==> src/rtl/propagation_engine_if.sv <==
`timescale 1ns/1ps
// -----------------------------------------------------------------------------
// propagation_engine_if
//
// Purpose: bundles every non-clock signal of the propagation engine. This
// covers the sequencer control/status, the propagation queue handshake, the
// clause RAM read port and the assignment table port.
//
// Modports:
//   master - the propagation engine itself (drives queue pops/pushes,
//            clause reads and assignment writes, reports status)
//   slave  - the surroundings: solver sequencer, queue, clause RAM and
//            assignment table
//
// Signal summary (direction as seen by master):
//   start         in   begin a propagation pass (only looked at when idle)
//   busy          out  engine is not idle
//   done          out  one-cycle pulse when a pass terminates
//   conflict      out  pass ended on a falsified clause (sticky until start)
//   conflict_idx  out  index of that clause
//   overflow      out  pass aborted because the queue was full on a push
//   q_empty/q_full/q_dout  in   queue status and head entry (fall-through)
//   q_pop/q_push/q_din     out  queue handshake
//   q_clr         out  one-cycle queue clear
//   cl_rd_en/cl_addr       out  clause RAM read request
//   cl_data       in   clause slots, valid the cycle after cl_rd_en
//   asg_valid/asg_value    in   per-variable assigned / value bits
//   asg_we/asg_lit         out  make asg_lit true in the table
// -----------------------------------------------------------------------------
interface propagation_engine_if #(
    parameter int LIT_WIDTH   = 6,
    parameter int NUM_CLAUSES = 16,
    parameter int CLAUSE_LITS = 3
);
    localparam int NUM_VARS = 2 ** (LIT_WIDTH - 1);
    localparam int IDX_W    = (NUM_CLAUSES > 1) ? $clog2(NUM_CLAUSES) : 1;

    // sequencer control / status
    logic                         start;
    logic                         busy;
    logic                         done;
    logic                         conflict;
    logic [IDX_W-1:0]             conflict_idx;
    logic                         overflow;

    // propagation queue
    logic                         q_empty;
    logic                         q_full;
    logic [LIT_WIDTH-1:0]         q_dout;
    logic                         q_pop;
    logic                         q_push;
    logic [LIT_WIDTH-1:0]         q_din;
    logic                         q_clr;

    // clause RAM
    logic                         cl_rd_en;
    logic [IDX_W-1:0]             cl_addr;
    logic [CLAUSE_LITS*LIT_WIDTH-1:0] cl_data;

    // assignment table
    logic [NUM_VARS-1:0]          asg_valid;
    logic [NUM_VARS-1:0]          asg_value;
    logic                         asg_we;
    logic [LIT_WIDTH-1:0]         asg_lit;

    modport master (
        input  start,
        output busy, done, conflict, conflict_idx, overflow,
        input  q_empty, q_full, q_dout,
        output q_pop, q_push, q_din, q_clr,
        output cl_rd_en, cl_addr,
        input  cl_data,
        input  asg_valid, asg_value,
        output asg_we, asg_lit
    );

    modport slave (
        output start,
        input  busy, done, conflict, conflict_idx, overflow,
        output q_empty, q_full, q_dout,
        input  q_pop, q_push, q_din, q_clr,
        input  cl_rd_en, cl_addr,
        output cl_data,
        output asg_valid, asg_value,
        input  asg_we, asg_lit
    );
endinterface

==> src/rtl/propagation_engine.sv <==
`timescale 1ns/1ps
// -----------------------------------------------------------------------------
// propagation_engine
//
// Purpose: consumer side of the literal propagation queue (unit propagation).
// Each pass pops assigned literals one at a time. For every popped literal the
// engine scans the whole clause RAM for clauses containing the negation of that
// literal. A clause with exactly one unassigned literal and no true literal
// yields an implication. The implied literal is written to the assignment
// table and pushed back into the same queue. A clause with every literal false
// ends the pass with a conflict. A push into a full queue ends the pass with an
// overflow. Both abnormal endings clear the queue. An empty queue ends the pass
// normally.
//
// Ports:
//   clk   - sole clock
//   rst_n - asynchronous active-low reset (returns to idle, all outputs low)
//   bus   - propagation_engine_if.master (control, queue, clause RAM,
//           assignment table)
//
// Literal encoding: lit[LIT_WIDTH-1:1] = variable, lit[0] = negated.
// Literal 0 marks an empty clause slot.
// -----------------------------------------------------------------------------
module propagation_engine #(
    parameter int LIT_WIDTH   = 6,
    parameter int NUM_CLAUSES = 16,
    parameter int CLAUSE_LITS = 3
) (
    input  logic                  clk,
    input  logic                  rst_n,
    propagation_engine_if.master  bus
);
    localparam int NUM_VARS = 2 ** (LIT_WIDTH - 1);
    localparam int IDX_W    = (NUM_CLAUSES > 1) ? $clog2(NUM_CLAUSES) : 1;
    localparam int CNT_W    = $clog2(CLAUSE_LITS + 1);
    localparam logic [IDX_W-1:0] LAST_IDX = IDX_W'(NUM_CLAUSES - 1);

    typedef enum logic [2:0] {
        S_IDLE     = 3'd0,
        S_CHECK    = 3'd1,
        S_FETCH    = 3'd2,
        S_EVAL     = 3'd3,
        S_PUSH     = 3'd4,
        S_CONFLICT = 3'd5
    } state_t;

    state_t                 r_state;
    state_t                 w_state_next;

    logic [LIT_WIDTH-1:0]   r_cur_lit;       // literal currently being propagated
    logic [LIT_WIDTH-1:0]   r_imp_lit;       // literal implied by the last clause
    logic [IDX_W-1:0]       r_clause_idx;
    logic [IDX_W-1:0]       r_conflict_idx;
    logic                   r_done;
    logic                   r_q_clr;
    logic                   r_conflict;
    logic                   r_overflow;

    logic [NUM_VARS-1:0]    w_asg_valid;
    logic [NUM_VARS-1:0]    w_asg_value;
    logic [LIT_WIDTH-1:0]   w_watch_lit;     // negation of r_cur_lit

    logic [LIT_WIDTH-1:0]   w_slot_lit [CLAUSE_LITS];
    logic [CLAUSE_LITS-1:0] w_slot_nz;
    logic [CLAUSE_LITS-1:0] w_slot_match;
    logic [CLAUSE_LITS-1:0] w_slot_true;
    logic [CLAUSE_LITS-1:0] w_slot_unasg;

    logic [CNT_W-1:0]       w_unasg_cnt;
    logic [LIT_WIDTH-1:0]   w_unasg_lit;
    logic                   w_relevant;
    logic                   w_satisfied;
    logic                   w_eval_skip;
    logic                   w_last;
    logic                   w_advance;

    // decoded outputs
    logic                   w_busy;
    logic                   w_q_pop;
    logic                   w_cl_rd_en;
    logic [IDX_W-1:0]       w_cl_addr;
    logic                   w_push_fire;
    logic [LIT_WIDTH-1:0]   w_push_lit;

    assign w_asg_valid = bus.asg_valid;
    assign w_asg_value = bus.asg_value;
    assign w_watch_lit = r_cur_lit ^ LIT_WIDTH'(1);

    // -------------------------------------------------------------------------
    // Per-slot evaluation of the clause word returned by the RAM. Each slot is
    // judged on its own, so duplicate literals are simply counted twice.
    // -------------------------------------------------------------------------
    genvar gi;
    generate
        for (gi = 0; gi < CLAUSE_LITS; gi++) begin : g_slot
            logic [LIT_WIDTH-2:0] w_var;

            assign w_slot_lit[gi]   = bus.cl_data[gi*LIT_WIDTH +: LIT_WIDTH];
            assign w_var            = w_slot_lit[gi][LIT_WIDTH-1:1];
            assign w_slot_nz[gi]    = |w_slot_lit[gi];
            assign w_slot_match[gi] = w_slot_nz[gi] && (w_slot_lit[gi] == w_watch_lit);
            assign w_slot_true[gi]  = w_slot_nz[gi] && w_asg_valid[w_var]
                                      && (w_asg_value[w_var] ^ w_slot_lit[gi][0]);
            assign w_slot_unasg[gi] = w_slot_nz[gi] && !w_asg_valid[w_var];
        end
    endgenerate

    // Count unassigned slots. When the count is exactly one, w_unasg_lit holds
    // that slot. For other counts its value is never used.
    always_comb begin
        w_unasg_cnt = '0;
        w_unasg_lit = '0;
        for (int i = 0; i < CLAUSE_LITS; i++) begin
            w_unasg_cnt = w_unasg_cnt + CNT_W'(w_slot_unasg[i]);
            if (w_slot_unasg[i]) begin
                w_unasg_lit = w_slot_lit[i];
            end
        end
    end

    assign w_relevant  = |w_slot_match;
    assign w_satisfied = |w_slot_true;
    // Skip when the clause does not watch the current literal, is already
    // satisfied, or still has two or more open literals.
    assign w_eval_skip = !w_relevant || w_satisfied || (w_unasg_cnt > CNT_W'(1));
    assign w_last      = (r_clause_idx == LAST_IDX);
    assign w_advance   = ((r_state == S_EVAL) && w_eval_skip)
                       || ((r_state == S_PUSH) && !bus.q_full);

    // -------------------------------------------------------------------------
    // FSM: state register
    // -------------------------------------------------------------------------
    always_ff @(posedge clk or negedge rst_n) begin
        if (!rst_n) begin
            r_state <= S_IDLE;
        end else begin
            r_state <= w_state_next;
        end
    end

    // -------------------------------------------------------------------------
    // FSM: next-state logic
    // -------------------------------------------------------------------------
    always_comb begin
        w_state_next = r_state;
        unique case (r_state)
            S_IDLE: begin
                if (bus.start) begin
                    w_state_next = S_CHECK;
                end
            end
            S_CHECK: begin
                w_state_next = bus.q_empty ? S_IDLE : S_FETCH;
            end
            S_FETCH: begin
                w_state_next = S_EVAL;
            end
            S_EVAL: begin
                if (w_eval_skip) begin
                    w_state_next = w_last ? S_CHECK : S_FETCH;
                end else if (w_unasg_cnt == '0) begin
                    w_state_next = S_CONFLICT;
                end else begin
                    w_state_next = S_PUSH;
                end
            end
            S_PUSH: begin
                if (bus.q_full) begin
                    w_state_next = S_IDLE;
                end else begin
                    w_state_next = w_last ? S_CHECK : S_FETCH;
                end
            end
            S_CONFLICT: begin
                w_state_next = S_IDLE;
            end
            default: begin
                w_state_next = S_IDLE;
            end
        endcase
    end

    // -------------------------------------------------------------------------
    // Datapath and registered status. done/q_clr are one-cycle pulses raised
    // on the edge that leaves the terminating state.
    // -------------------------------------------------------------------------
    always_ff @(posedge clk or negedge rst_n) begin
        if (!rst_n) begin
            r_cur_lit      <= '0;
            r_imp_lit      <= '0;
            r_clause_idx   <= '0;
            r_conflict_idx <= '0;
            r_done         <= 1'b0;
            r_q_clr        <= 1'b0;
            r_conflict     <= 1'b0;
            r_overflow     <= 1'b0;
        end else begin
            r_done  <= 1'b0;
            r_q_clr <= 1'b0;
            case (r_state)
                S_IDLE: begin
                    if (bus.start) begin
                        r_conflict     <= 1'b0;
                        r_overflow     <= 1'b0;
                        r_conflict_idx <= '0;
                    end
                end
                S_CHECK: begin
                    if (bus.q_empty) begin
                        r_done <= 1'b1;
                    end else begin
                        r_cur_lit    <= bus.q_dout;
                        r_clause_idx <= '0;
                    end
                end
                S_EVAL: begin
                    if (!w_eval_skip && (w_unasg_cnt != '0)) begin
                        r_imp_lit <= w_unasg_lit;
                    end
                end
                S_PUSH: begin
                    if (bus.q_full) begin
                        r_overflow <= 1'b1;
                        r_q_clr    <= 1'b1;
                        r_done     <= 1'b1;
                    end
                end
                S_CONFLICT: begin
                    r_conflict     <= 1'b1;
                    r_conflict_idx <= r_clause_idx;
                    r_q_clr        <= 1'b1;
                    r_done         <= 1'b1;
                end
                default: begin
                end
            endcase
            if (w_advance && !w_last) begin
                r_clause_idx <= r_clause_idx + IDX_W'(1);
            end
        end
    end

    // -------------------------------------------------------------------------
    // FSM: output decode. Data outputs are forced to zero outside their state
    // so that nothing stale is presented while idle or after reset.
    // -------------------------------------------------------------------------
    always_comb begin
        w_busy      = (r_state != S_IDLE);
        w_q_pop     = (r_state == S_CHECK) && !bus.q_empty;
        w_cl_rd_en  = (r_state == S_FETCH);
        w_cl_addr   = w_cl_rd_en ? r_clause_idx : '0;
        w_push_fire = (r_state == S_PUSH) && !bus.q_full;
        w_push_lit  = w_push_fire ? r_imp_lit : '0;
    end

    assign bus.busy         = w_busy;
    assign bus.done         = r_done;
    assign bus.conflict     = r_conflict;
    assign bus.conflict_idx = r_conflict_idx;
    assign bus.overflow     = r_overflow;
    assign bus.q_pop        = w_q_pop;
    assign bus.q_push       = w_push_fire;
    assign bus.q_din        = w_push_lit;
    assign bus.q_clr        = r_q_clr;
    assign bus.cl_rd_en     = w_cl_rd_en;
    assign bus.cl_addr      = w_cl_addr;
    assign bus.asg_we       = w_push_fire;
    assign bus.asg_lit      = w_push_lit;

endmodule
==> src/flat_wrapper.sv <==
// flat-port wrapper written by rule: the top's interface ports become plain ports
module propagation_engine_flat 
#(
    parameter int LIT_WIDTH   = 6,
    parameter int NUM_CLAUSES = 16,
    parameter int CLAUSE_LITS = 3
)
  (clk, rst_n, bus_start, bus_busy, bus_done, bus_conflict, bus_conflict_idx, bus_overflow, bus_q_empty, bus_q_full, bus_q_dout, bus_q_pop, bus_q_push, bus_q_din, bus_q_clr, bus_cl_rd_en, bus_cl_addr, bus_cl_data, bus_asg_valid, bus_asg_value, bus_asg_we, bus_asg_lit);
  propagation_engine_if #(.LIT_WIDTH(LIT_WIDTH), .NUM_CLAUSES(NUM_CLAUSES), .CLAUSE_LITS(CLAUSE_LITS)) bus_i ();
  input  logic clk;
  input  logic rst_n;
  input wire logic [$bits(bus_i.start)-1:0] bus_start;
  output wire logic [$bits(bus_i.busy)-1:0] bus_busy;
  output wire logic [$bits(bus_i.done)-1:0] bus_done;
  output wire logic [$bits(bus_i.conflict)-1:0] bus_conflict;
  output wire logic [$bits(bus_i.conflict_idx)-1:0] bus_conflict_idx;
  output wire logic [$bits(bus_i.overflow)-1:0] bus_overflow;
  input wire logic [$bits(bus_i.q_empty)-1:0] bus_q_empty;
  input wire logic [$bits(bus_i.q_full)-1:0] bus_q_full;
  input wire logic [$bits(bus_i.q_dout)-1:0] bus_q_dout;
  output wire logic [$bits(bus_i.q_pop)-1:0] bus_q_pop;
  output wire logic [$bits(bus_i.q_push)-1:0] bus_q_push;
  output wire logic [$bits(bus_i.q_din)-1:0] bus_q_din;
  output wire logic [$bits(bus_i.q_clr)-1:0] bus_q_clr;
  output wire logic [$bits(bus_i.cl_rd_en)-1:0] bus_cl_rd_en;
  output wire logic [$bits(bus_i.cl_addr)-1:0] bus_cl_addr;
  input wire logic [$bits(bus_i.cl_data)-1:0] bus_cl_data;
  input wire logic [$bits(bus_i.asg_valid)-1:0] bus_asg_valid;
  input wire logic [$bits(bus_i.asg_value)-1:0] bus_asg_value;
  output wire logic [$bits(bus_i.asg_we)-1:0] bus_asg_we;
  output wire logic [$bits(bus_i.asg_lit)-1:0] bus_asg_lit;
  assign bus_i.start = bus_start;
  assign bus_busy = bus_i.busy;
  assign bus_done = bus_i.done;
  assign bus_conflict = bus_i.conflict;
  assign bus_conflict_idx = bus_i.conflict_idx;
  assign bus_overflow = bus_i.overflow;
  assign bus_i.q_empty = bus_q_empty;
  assign bus_i.q_full = bus_q_full;
  assign bus_i.q_dout = bus_q_dout;
  assign bus_q_pop = bus_i.q_pop;
  assign bus_q_push = bus_i.q_push;
  assign bus_q_din = bus_i.q_din;
  assign bus_q_clr = bus_i.q_clr;
  assign bus_cl_rd_en = bus_i.cl_rd_en;
  assign bus_cl_addr = bus_i.cl_addr;
  assign bus_i.cl_data = bus_cl_data;
  assign bus_i.asg_valid = bus_asg_valid;
  assign bus_i.asg_value = bus_asg_value;
  assign bus_asg_we = bus_i.asg_we;
  assign bus_asg_lit = bus_i.asg_lit;
  propagation_engine #(.LIT_WIDTH(LIT_WIDTH), .NUM_CLAUSES(NUM_CLAUSES), .CLAUSE_LITS(CLAUSE_LITS)) u_core (.clk(clk), .rst_n(rst_n), .bus(bus_i));
endmodule
==> config.mk <==
export PLATFORM = sky130hd
export DESIGN_NAME = propagation_engine_flat
export DESIGN_NICKNAME = d
export VERILOG_FILES = /design/src/rtl/propagation_engine_if.sv /design/src/rtl/propagation_engine.sv /design/src/flat_wrapper.sv
export SDC_FILE = /design/constraint.sdc
export NUM_CORES = 1
export LEC_CHECK = 0
export BUFFER_PORTS_ARGS = -buffer_cell sky130_fd_sc_hd__clkbuf_2
export CAP_MARGIN = 0
export CELL_PAD_IN_SITES_DETAIL_PLACEMENT = 1
export CELL_PAD_IN_SITES_GLOBAL_PLACEMENT = 2
export CORE_UTILIZATION = 31
export CTS_BUF_LIST = sky130_fd_sc_hd__clkbuf_4
export DETAILED_ROUTE_END_ITERATION = 10
export HOLD_SLACK_MARGIN = 0.05
export PLACE_DENSITY_LB_ADDON = 0.12
export SKIP_LAST_GASP = 1
export SLEW_MARGIN = 10
export SYNTH_ARGS = -nofsm -noshare
export SYNTH_HDL_FRONTEND = slang
export SYNTH_SLANG_ARGS = --single-unit
==> constraint.sdc <==
create_clock -name clk -period 2.85 [get_ports clk]
set_input_delay 0.1425 -clock clk [delete_from_list [all_inputs] [get_ports clk]]
set_output_delay 0.1425 -clock clk [all_outputs]
set_load 0.03 [all_outputs]
**Word level (Yosys, flattened, before mapping)**

Cells that the tools add are included.

- Reductions and logical operators: 45
- Eq/ne operators: 12
- Add/subtract/negate cells: 3
- Order comparisons: 4
- Multiplexer cells: 37
- Bitwise gates (word level): 5

Operator list:

| cell | count |
|---|---|
| 1-bit binary-select mux with 5-bit select | 6 |
| 6-bit 2-to-1 mux | 4 |
| 4-bit 2-to-1 mux | 5 |
| 6-bit equality test | 3 |
| 5-bit by 6-bit less-than comparator with 1-bit output (second input constant) | 3 |
| 6-bit OR reduction | 3 |
| 1-bit logical AND | 17 |
| 3-bit one-hot mux with 5 select lines | 1 |
| 1-bit 2-to-1 mux | 11 |
| 3-bit 2-to-1 mux | 3 |
| 1-bit logical NOT | 8 |
| 4-bit one-hot mux with 2 select lines | 1 |
| 2-bit AND reduction | 4 |
| 2-bit nonzero test | 4 |
| 3-bit by 2-bit equality test with 1-bit output (second input constant) | 2 |
| 3-bit equality test (second input constant) | 2 |
| 1-bit one-hot mux with 2 select lines | 3 |
| 3-bit OR reduction | 2 |
| 4-bit by 1-bit adder with 4-bit output (second input constant) | 1 |
| 4-bit equality test (second input constant) | 1 |
| 2-bit 2-to-1 mux | 2 |
| 2-bit != test (second input constant) | 2 |
| 3-bit by 1-bit equality test with 1-bit output (second input constant) | 1 |
| 3-bit logical NOT | 1 |
| other kinds (11) | 16 |

- Logic and storage cells: 115
- Output and inout bits: 29
- Register bits: 27
- Input port bits: 93

**Logic depth before layout (Yosys ltp)**

Gate-level depths: netlist (run 1).

- Depth after elaboration: 13
- Mapped depth: 15
- Gate-level depth less buffers: 11

**Least setup slack after synthesis (run 1)**

Ideal clock, no wire load.

- Path type: input port to flip-flop
- From: input bus_cl_data[7]
- To: register u_core.r_imp_lit[0]
- Arrival: 3.372 ns
- Path buffers: 4
- Stages: 13
- Setup time: 0.125 ns
- Required time: 2.725 ns
- Path slack: -0.647 ns
- Cells stage by stage: buf_6 > buf_2 > mux4_2 > mux2i_1 > mux2i_1 > mux2i_4 > nor2b_1 > clkbuf_1 > inv_1 > fa_1 > or4_4 > buf_6 > mux2_4

- Cells in the longest elaborated chain, start to end: 11
- Elaborated cells on any way between the ends: 26
- Classes of those cells: add/sub: 2; order compare: 1; eq/ne: 1; mux: 6; bitwise: 1; reduce/logical: 15

Ends and longest elaborated chain:

| what | RTL line | text |
|---|---|---|
| start, declared | flat_wrapper.sv:27 | `input wire logic [$bits(bus_i.cl_data)-1:0] bus_cl_data;` |
| 1-bit binary-select mux with 5-bit select | propagation_engine.sv:102, propagation_engine.sv:104 |  |
| 1-bit 2-to-1 mux (implied by the code) | propagation_engine.sv:102, propagation_engine.sv:104 |  |
| 1-bit logical NOT | propagation_engine.sv:104 | `assign w_slot_unasg[gi] = w_slot_nz[gi] && !w_asg_valid[w_var];` |
| 1-bit logical AND | propagation_engine.sv:104 |  |
| 1-bit by 1-bit adder with 2-bit output | propagation_engine.sv:114 | `w_unasg_cnt = w_unasg_cnt + CNT_W'(w_slot_unasg[i]);` |
| 2-bit by 1-bit adder with 2-bit output | propagation_engine.sv:114 |  |
| 2-bit by 1-bit greater-than comparator with 1-bit output | propagation_engine.sv:125 | `assign w_eval_skip = !w_relevant \|\| w_satisfied \|\| (w_unasg_cnt > CNT_W'(1));` |
| 1-bit logical OR | propagation_engine.sv:125 |  |
| 1-bit logical NOT | propagation_engine.sv:217 | `if (!w_eval_skip && (w_unasg_cnt != '0)) begin` |
| 1-bit logical AND | propagation_engine.sv:217 |  |
| 2-bit AND reduction (no line) | -- |  |
| end signal, assigned | propagation_engine.sv:218 | `r_imp_lit <= w_unasg_lit;` |
| end, declared | propagation_engine.sv:51 | `logic [LIT_WIDTH-1:0] r_imp_lit;` |

Parallel ways exist; a longest one is shown, timed or not. The select of a mux whose other input is x is not followed.
A chain may end at the register's enable or synchronous reset.

**Final worst setup path (run 1)**

- From: input bus_cl_data[1]
- To: register u_core.r_imp_lit[1]

Same word-level chain as after synthesis.

==> results of run 1 <==
==> worst max-delay path by stage <==
| stage | to | slack (ps) | depth (start not counted) |
|---|---|---|---|
| floorplan | u_core.r_imp_lit[0] | -320 | 11 |
| global placement | u_core.r_imp_lit[1] | -340 | 9 |
| detailed placement | u_core.r_clause_idx[0] | -400 | 14 |
| CTS | u_core.r_imp_lit[3] | 1 | 10 |
| global route | u_core.r_imp_lit[1] | 10 | 12 |
| finish | u_core.r_imp_lit[1] | 100 | 12 |
==> layout make-up <==
class / count / area (um2) / share of cell area [%]
Sequential cell: 27 / 676 / 14.5
Inverter: 12 / 45.0 / 0.964
Clock inverter: 1 / 5.00 / 0.107
Timing Repair Buffer: 185 / 1140 / 24.4
Tap cell: 140 / 175 / 3.75
Multi-Input combinational cell: 268 / 2610 / 55.8
Clock buffer: 3 / 22.5 / 0.482
==> what timing repair did <==
action	4_1_cts	5_1_grt
pin swaps	0	1
hold endpoints to repair	33	0
gates resized for setup	2	14
setup endpoints to repair	8	10
buffers inserted	0	2
hold buffers	7	0
==> state kept, by name, indices dropped and copies added, names as in the netlist <==
name and cells:
u_core.bus.done 1, u_core.r_clause_idx 4, u_core.bus.q_clr 1, u_core.r_cur_lit 6, u_core.bus.conflict_idx 4, u_core.r_state 3, u_core.r_imp_lit 6, u_core.bus.overflow 1
u_core.bus.conflict 1
==> layer usage <==
layer	wire length, um	vias to the layer above
met3	453	14
met4	274	0
met2	6480	121
met5	0	-
li1	-	1619
met1	5040	1694
==> logic make-up (layout without fill, tap and decap cells) <==
logic type      after synthesis  count (layout)
buf+inv                      42             201
flops                        27              27
fa+ha+maj                     2               2
simple gates                111             111
mux                          80              80
xor+xnor                     18              18
compound gates               57              57
==> layout by cell type, fill, tap and decap left out, types with 10 or more instances in the layout <==
master	count
mux4_2	43
clkbuf_2	117
a21oi_1	14
mux2i_1	28
nand2_1	32
xnor2_1	11
dfrtp_1	27
nor2_1	17
buf_4	57
inv_1	10
==> power by group <==
| group | switching, mW | internal, mW | leakage (nW) |
|---|---|---|---|
| registers | 0.172 | 0.492 | 0.359 |
| clock network | 0.117 | 0.0526 | 0.0177 |
| logic | 0.619 | 0.613 | 1.81 |
==> worst register-to-register path, delay by kind of cell, from the launching register on <==
family | cells | cell delay (ps)
simple gates | 4 | 1390
flops | 1 | 500
xor+xnor | 1 | 180
mux | 1 | 330
compound gates | 1 | 110
==> impl_metrics.ini, run 1 <==
[synthesis]
synthSimpleGateAreaFrac_pct = 16.9
netlist_top_cells_count = 43 x mux4_2, 32 x nand2_1, 28 x mux2i_1
synth_edf_count = 0
syn_area_mm2 = 0.00347
synth_ff_type = dfrtp_1
synth_cells = 337
synth_xor_area_share_pct = 4.55
yosysSeqAreaShare_pct = 19.5
post-synth-top-count-cell = mux4_2
yosys_warnings = 0
synthAdderAreaFrac_pct = 0.939
synth_compound_area_share_pct = 11.8
postSynthAreaPerCell_um2 = 10.3
synth_top_family_by_area = multiplexers
synth_mux_area_share_pct = 40.0
yosysTopAreaCell = mux4_2
synth-async-reset-ratio_pct = 100
ys_ff_latch = 27
synth_top_area_share_pct = 27.9
syn_nets = 432
synthDistinctLibCells = 57
synth_area_leaders = mux4_2 28%, dfrtp_1 19%, mux2i_1 8.1%

[outcome]
status = finished clean

[sta]
tns_ps = 0
tightest_slew_ps = 704
maxSlewHeadroom_pct = 53.1
fin_skew_ps = 11.8
final.period_utilization_pct = 96.4
finalSetupViolCount = 0
hold_slack_ps = 67.5
fmax_ghz = 0.364
min_period_ps = 2750
maxSlewViolCount = 0
setup_slack_ps = 103
finalHoldViolCount = 0
rsz0062_at_grt = false

[route]
vias_per_cell = 5.42
drtPass1Iterations = 4
via_count = 3448
drc_errors = 0
antenna_left = 0
drt_iter0_markers = 89
totalWireLength_um = 12300
wire_per_inst_um = 19.3

[critical_path]
startpoint = bus_cl_data[1]
crit_family = simple AND/OR/NAND/NOR gates
max_stage_delay_ps = 620
reg2reg_to = u_core.r_imp_lit[1]
critPathLaunchType = input pin
crit_path_cell_trace = buf_4, buf_12, or3b_2, o221ai_2, a221o_1, o21ai_2, nand2b_1, fa_2, o31ai_2, or2_2, or4_4, mux2_4
worstSetupPathType = in -> reg
crit_fanout = 7
reg2reg_from = u_core.r_cur_lit[1]
worst_path_max_delay_cell = or4_4
worst-path-buf-inv = 2
cp_data_required_time_ps = 3070
ff2ff_setup_slack_ps = 250
end_kind = register
worstRegToRegCells = 7
arrival_ps = 2970

[job]
maxCapViolCount = 0

[cts]
insertion_delay_ps = 330
h-tree-depth = 1
clockBufferDepth = 2
cts_tree = yes
root_buffer = clkbuf_4
cts_sinks = 27
numCtsBuffers = 3
clk_pin_slew_ps = 140

[placed_design]
dpl.hpwl_um = 10500
pre_cts_slack_ps = -401
dpl_cell_area_mm2 = 0.00452
dp_cells = 623
globalplace.congestion = 0.822
portBuffers = 121

[finish]
num-fill-cells = 1274
final_cell_count_no_fill = 636
areaGrowthSynthToFinish_pct = 34.8
utilization_pct = 42.9
drive_above_1_share_pct = 50.2
num-nets-final = 592
antenna-diode-count = 0
design_area_mm2 = 0.00467

[power_and_ir_drop]
ir_drop_mv = 0.251
pwr_density_cell_mw_per_mm2 = 442
power.total_mw = 2.07
p_leak_nw = 2.19

[global_routing]
grt_max_degree = 28
grt_busiest_layer = met2
grt_util_met2_pct = 40.7
grt_pass1_wl_um = 19500
grt_use_met3_pct = 2.30
grt_pass1_vias = 3770
met1_usage_pct = 26.1
gr-total-overflow = 0
antenna_found_initial = 0
track_usage_pct = 21.8

[floorplan]
die_w_um = 108
dieArea_mm2 = 0.0116
num_io_pins = 122
start_util_pct = 31.8
num_rows = 38
core-area_mm2 = 0.0109
die_h_um = 108

[worst_hold_path]
min-delay-start = bus_q_empty
hold_path.class = in -> reg
hold_depth = 3
holdPathEnd = u_core.bus.done
Note: power is estimated with default switching activity, not from simulation.
==> run 2: changes to the inputs <==
--- a/config.mk
+++ b/config.mk
@@ -5,6 +5,7 @@
 export SDC_FILE = /design/constraint.sdc
 export NUM_CORES = 1
 export LEC_CHECK = 0
+export ABC_AREA = 0
 export BUFFER_PORTS_ARGS = -buffer_cell sky130_fd_sc_hd__clkbuf_2
 export CAP_MARGIN = 0
 export CELL_PAD_IN_SITES_DETAIL_PLACEMENT = 1
==> constraint.sdc (replaced) <==
create_clock -name clk -period 2.72 [get_ports clk]
set_input_delay 0.136 -clock clk [delete_from_list [all_inputs] [get_ports clk]]
set_output_delay 0.136 -clock clk [all_outputs]
set_load 0.03 [all_outputs]
==> run 2 against run 1 <==
- first-iteration DRC count up 54%
- combinational power up 9%
- sequential share of layout area down 0.41 points
- total power up 6.2%
- clock skew down 6.1 ps
- non-clock buffer count up 11
- sequential power up 1%
- via count up 0.46%
- clock power up 7%
- critical endpoint is now u_core.r_imp_lit[3]
- highest routed layer unchanged
==> impl_metrics.ini, run 2 (synthesized netlist as in run 1, its figures left out) <==
[global_routing]
track_usage_pct = 22.0
grt_pass1_wl_um = 19500
grt_max_degree = 28
antenna_found_initial = 0
gr-total-overflow = 0
grt_pass1_vias = 3629

[finish]
multi_input_area_mm2 = 0.00264
antenna-diode-count = 0
utilization_pct = 44.1
layout_common_cells = 116 x clkbuf_2, 65 x buf_4, 43 x mux4_2
drive_above_1_share_pct = 51.3
reg.largest.list = u_core.r_cur_lit: 6 flops, u_core.r_imp_lit: 6 flops
num-nets-final = 603
final_common_cell = clkbuf_2
register_area_um2 = 676
num-fill-cells = 1271
areaGrowthSynthToFinish_pct = 38.7

[cts]
clockBufferDepth = 2
cts_sinks = 27
h-tree-depth = 1
numCtsBuffers = 3
cts_tree = yes
root_buffer = clkbuf_4
clk_pin_slew_ps = 150
insertion_delay_ps = 330

[sta]
rsz0062_at_grt = true
tightest_slew_ps = 718
maxSlewViolCount = 0
hold_slack_ps = 87.5
fmax_ghz = 0.371
setup_slack_ps = 22.5
finalSetupViolCount = 0
tns_ps = 0
min_period_ps = 2700
fin_skew_ps = 5.70
final.period_utilization_pct = 99.2
maxSlewHeadroom_pct = 52.1
finalHoldViolCount = 0

[critical_path]
worstSetupPathType = in -> reg
startpoint = bus_cl_data[7]
ff2ff_setup_slack_ps = 240
reg2reg_from = u_core.r_cur_lit[1]
cp_data_required_time_ps = 2960
critPathLaunchType = input pin
arrival_ps = 2940
end_kind = register
crit_fanout = 6
worstRegToRegCells = 7
cp-endpoint = u_core.r_imp_lit[3]
reg2reg_to = u_core.r_imp_lit[3]

[floorplan]
dieArea_mm2 = 0.0116
num_rows = 38
die_h_um = 108
core-area_mm2 = 0.0109
die_w_um = 108
start_util_pct = 31.8
num_io_pins = 122

[power_and_ir_drop]
sw_frac_of_total_pct = 43.8
pwr_density_cell_mw_per_mm2 = 456
p_leak_nw = 2.24
seqPwrFrac_pct = 30.6
combPwrFrac_pct = 61.1
p_int_mw = 1.23
ir_drop_mv = 0.232
power_switching_uw = 961
pwr-share-clk_pct = 8.3

[job]
maxCapViolCount = 0

[placed_design]
portBuffers = 121
dpl.hpwl_um = 10600
pre_cts_slack_ps = -494
globalplace.congestion = 0.878

[outcome]
status = finished clean

[route]
drtPass1Iterations = 4
totalWireLength_um = 12200
wire_per_inst_um = 18.9
drt_iter0_markers = 137
vias_per_cell = 5.35
via_count = 3464
antenna_left = 0
drc_errors = 0

[worst_hold_path]
hold_depth = 3
hold_path.class = in -> reg
run 2: worst max-delay path, cell delays in order:
cell and delay (ps):
buf_12 90, mux4_2 490, mux4_2 510, mux2i_4 190, nor2b_4 180, inv_2 40, fa_1 450, or4_4 510
mux2_4 320
run 2: metrics by stage:
| stage | power (mW) | std cells | instance area, um2 |
|---|---|---|---|
| 2_1_floorplan | 1.51 | 337 | 3520 |
| 3_3_place_gp | 1.96 | 633 | 4600 |
| 3_5_place_dp | 2.00 | 633 | 4600 |
| 4_1_cts | 2.21 | 646 | 4770 |
| 5_1_grt | 2.36 | 647 | 4810 |
| 6_report | 2.19 | 647 | 4810 |
run 2: power by group through the flow:
stage	registers, mW	logic [mW]	clock network [mW]
2_1_floorplan	0.638	0.872	0
3_3_place_gp	0.678	1.28	0
3_5_place_dp	0.683	1.31	0
4_1_cts	0.673	1.34	0.196
5_1_grt	0.691	1.47	0.201
6_report	0.672	1.34	0.182
run 2: layer usage:
| layer | part of all wire (%) | global-route usage (%) | up-vias | wire length, um |
|---|---|---|---|---|
| met5 | 0 | 0 | - | 0 |
| met4 | 0.59 | 1.96 | 0 | 72 |
| met3 | 4.6 | 3.57 | 4 | 562 |
| met2 | 48 | 37.0 | 105 | 5900 |
| met1 | 47 | 30.7 | 1712 | 5700 |
| li1 | - | - | 1643 | - |
run 2: layout make-up:
| class | count | share of cell area [%] |
|---|---|---|
| clock inverters | 1 | 0.156 |
| clock buffers | 3 | 0.469 |
| multi-input cells | 268 | 54.8 |
| repair buffers | 196 | 25.9 |
| well taps | 140 | 3.64 |
| inverters | 12 | 0.937 |
| flip-flops and latches | 27 | 14.1 |
run 2: worst min path at each step:
stage,from,to
3_5_place_dp,rst_n,u_core.r_imp_lit[5]
4_1_cts,bus_q_full,u_core.bus.overflow
2_1_floorplan,rst_n,u_core.bus.conflict
3_3_place_gp,rst_n,u_core.r_imp_lit[0]
5_1_grt,bus_q_full,u_core.bus.overflow
6_report,bus_q_full,u_core.bus.overflow
run 2: timing repair:
item | in CTS | in global routing
hold buffers | 8 | 0
setup endpoints to repair | 10 | 10
gates resized for setup | 13 | 8
buffers inserted | 1 | 1
hold endpoints to repair | 34 | 0
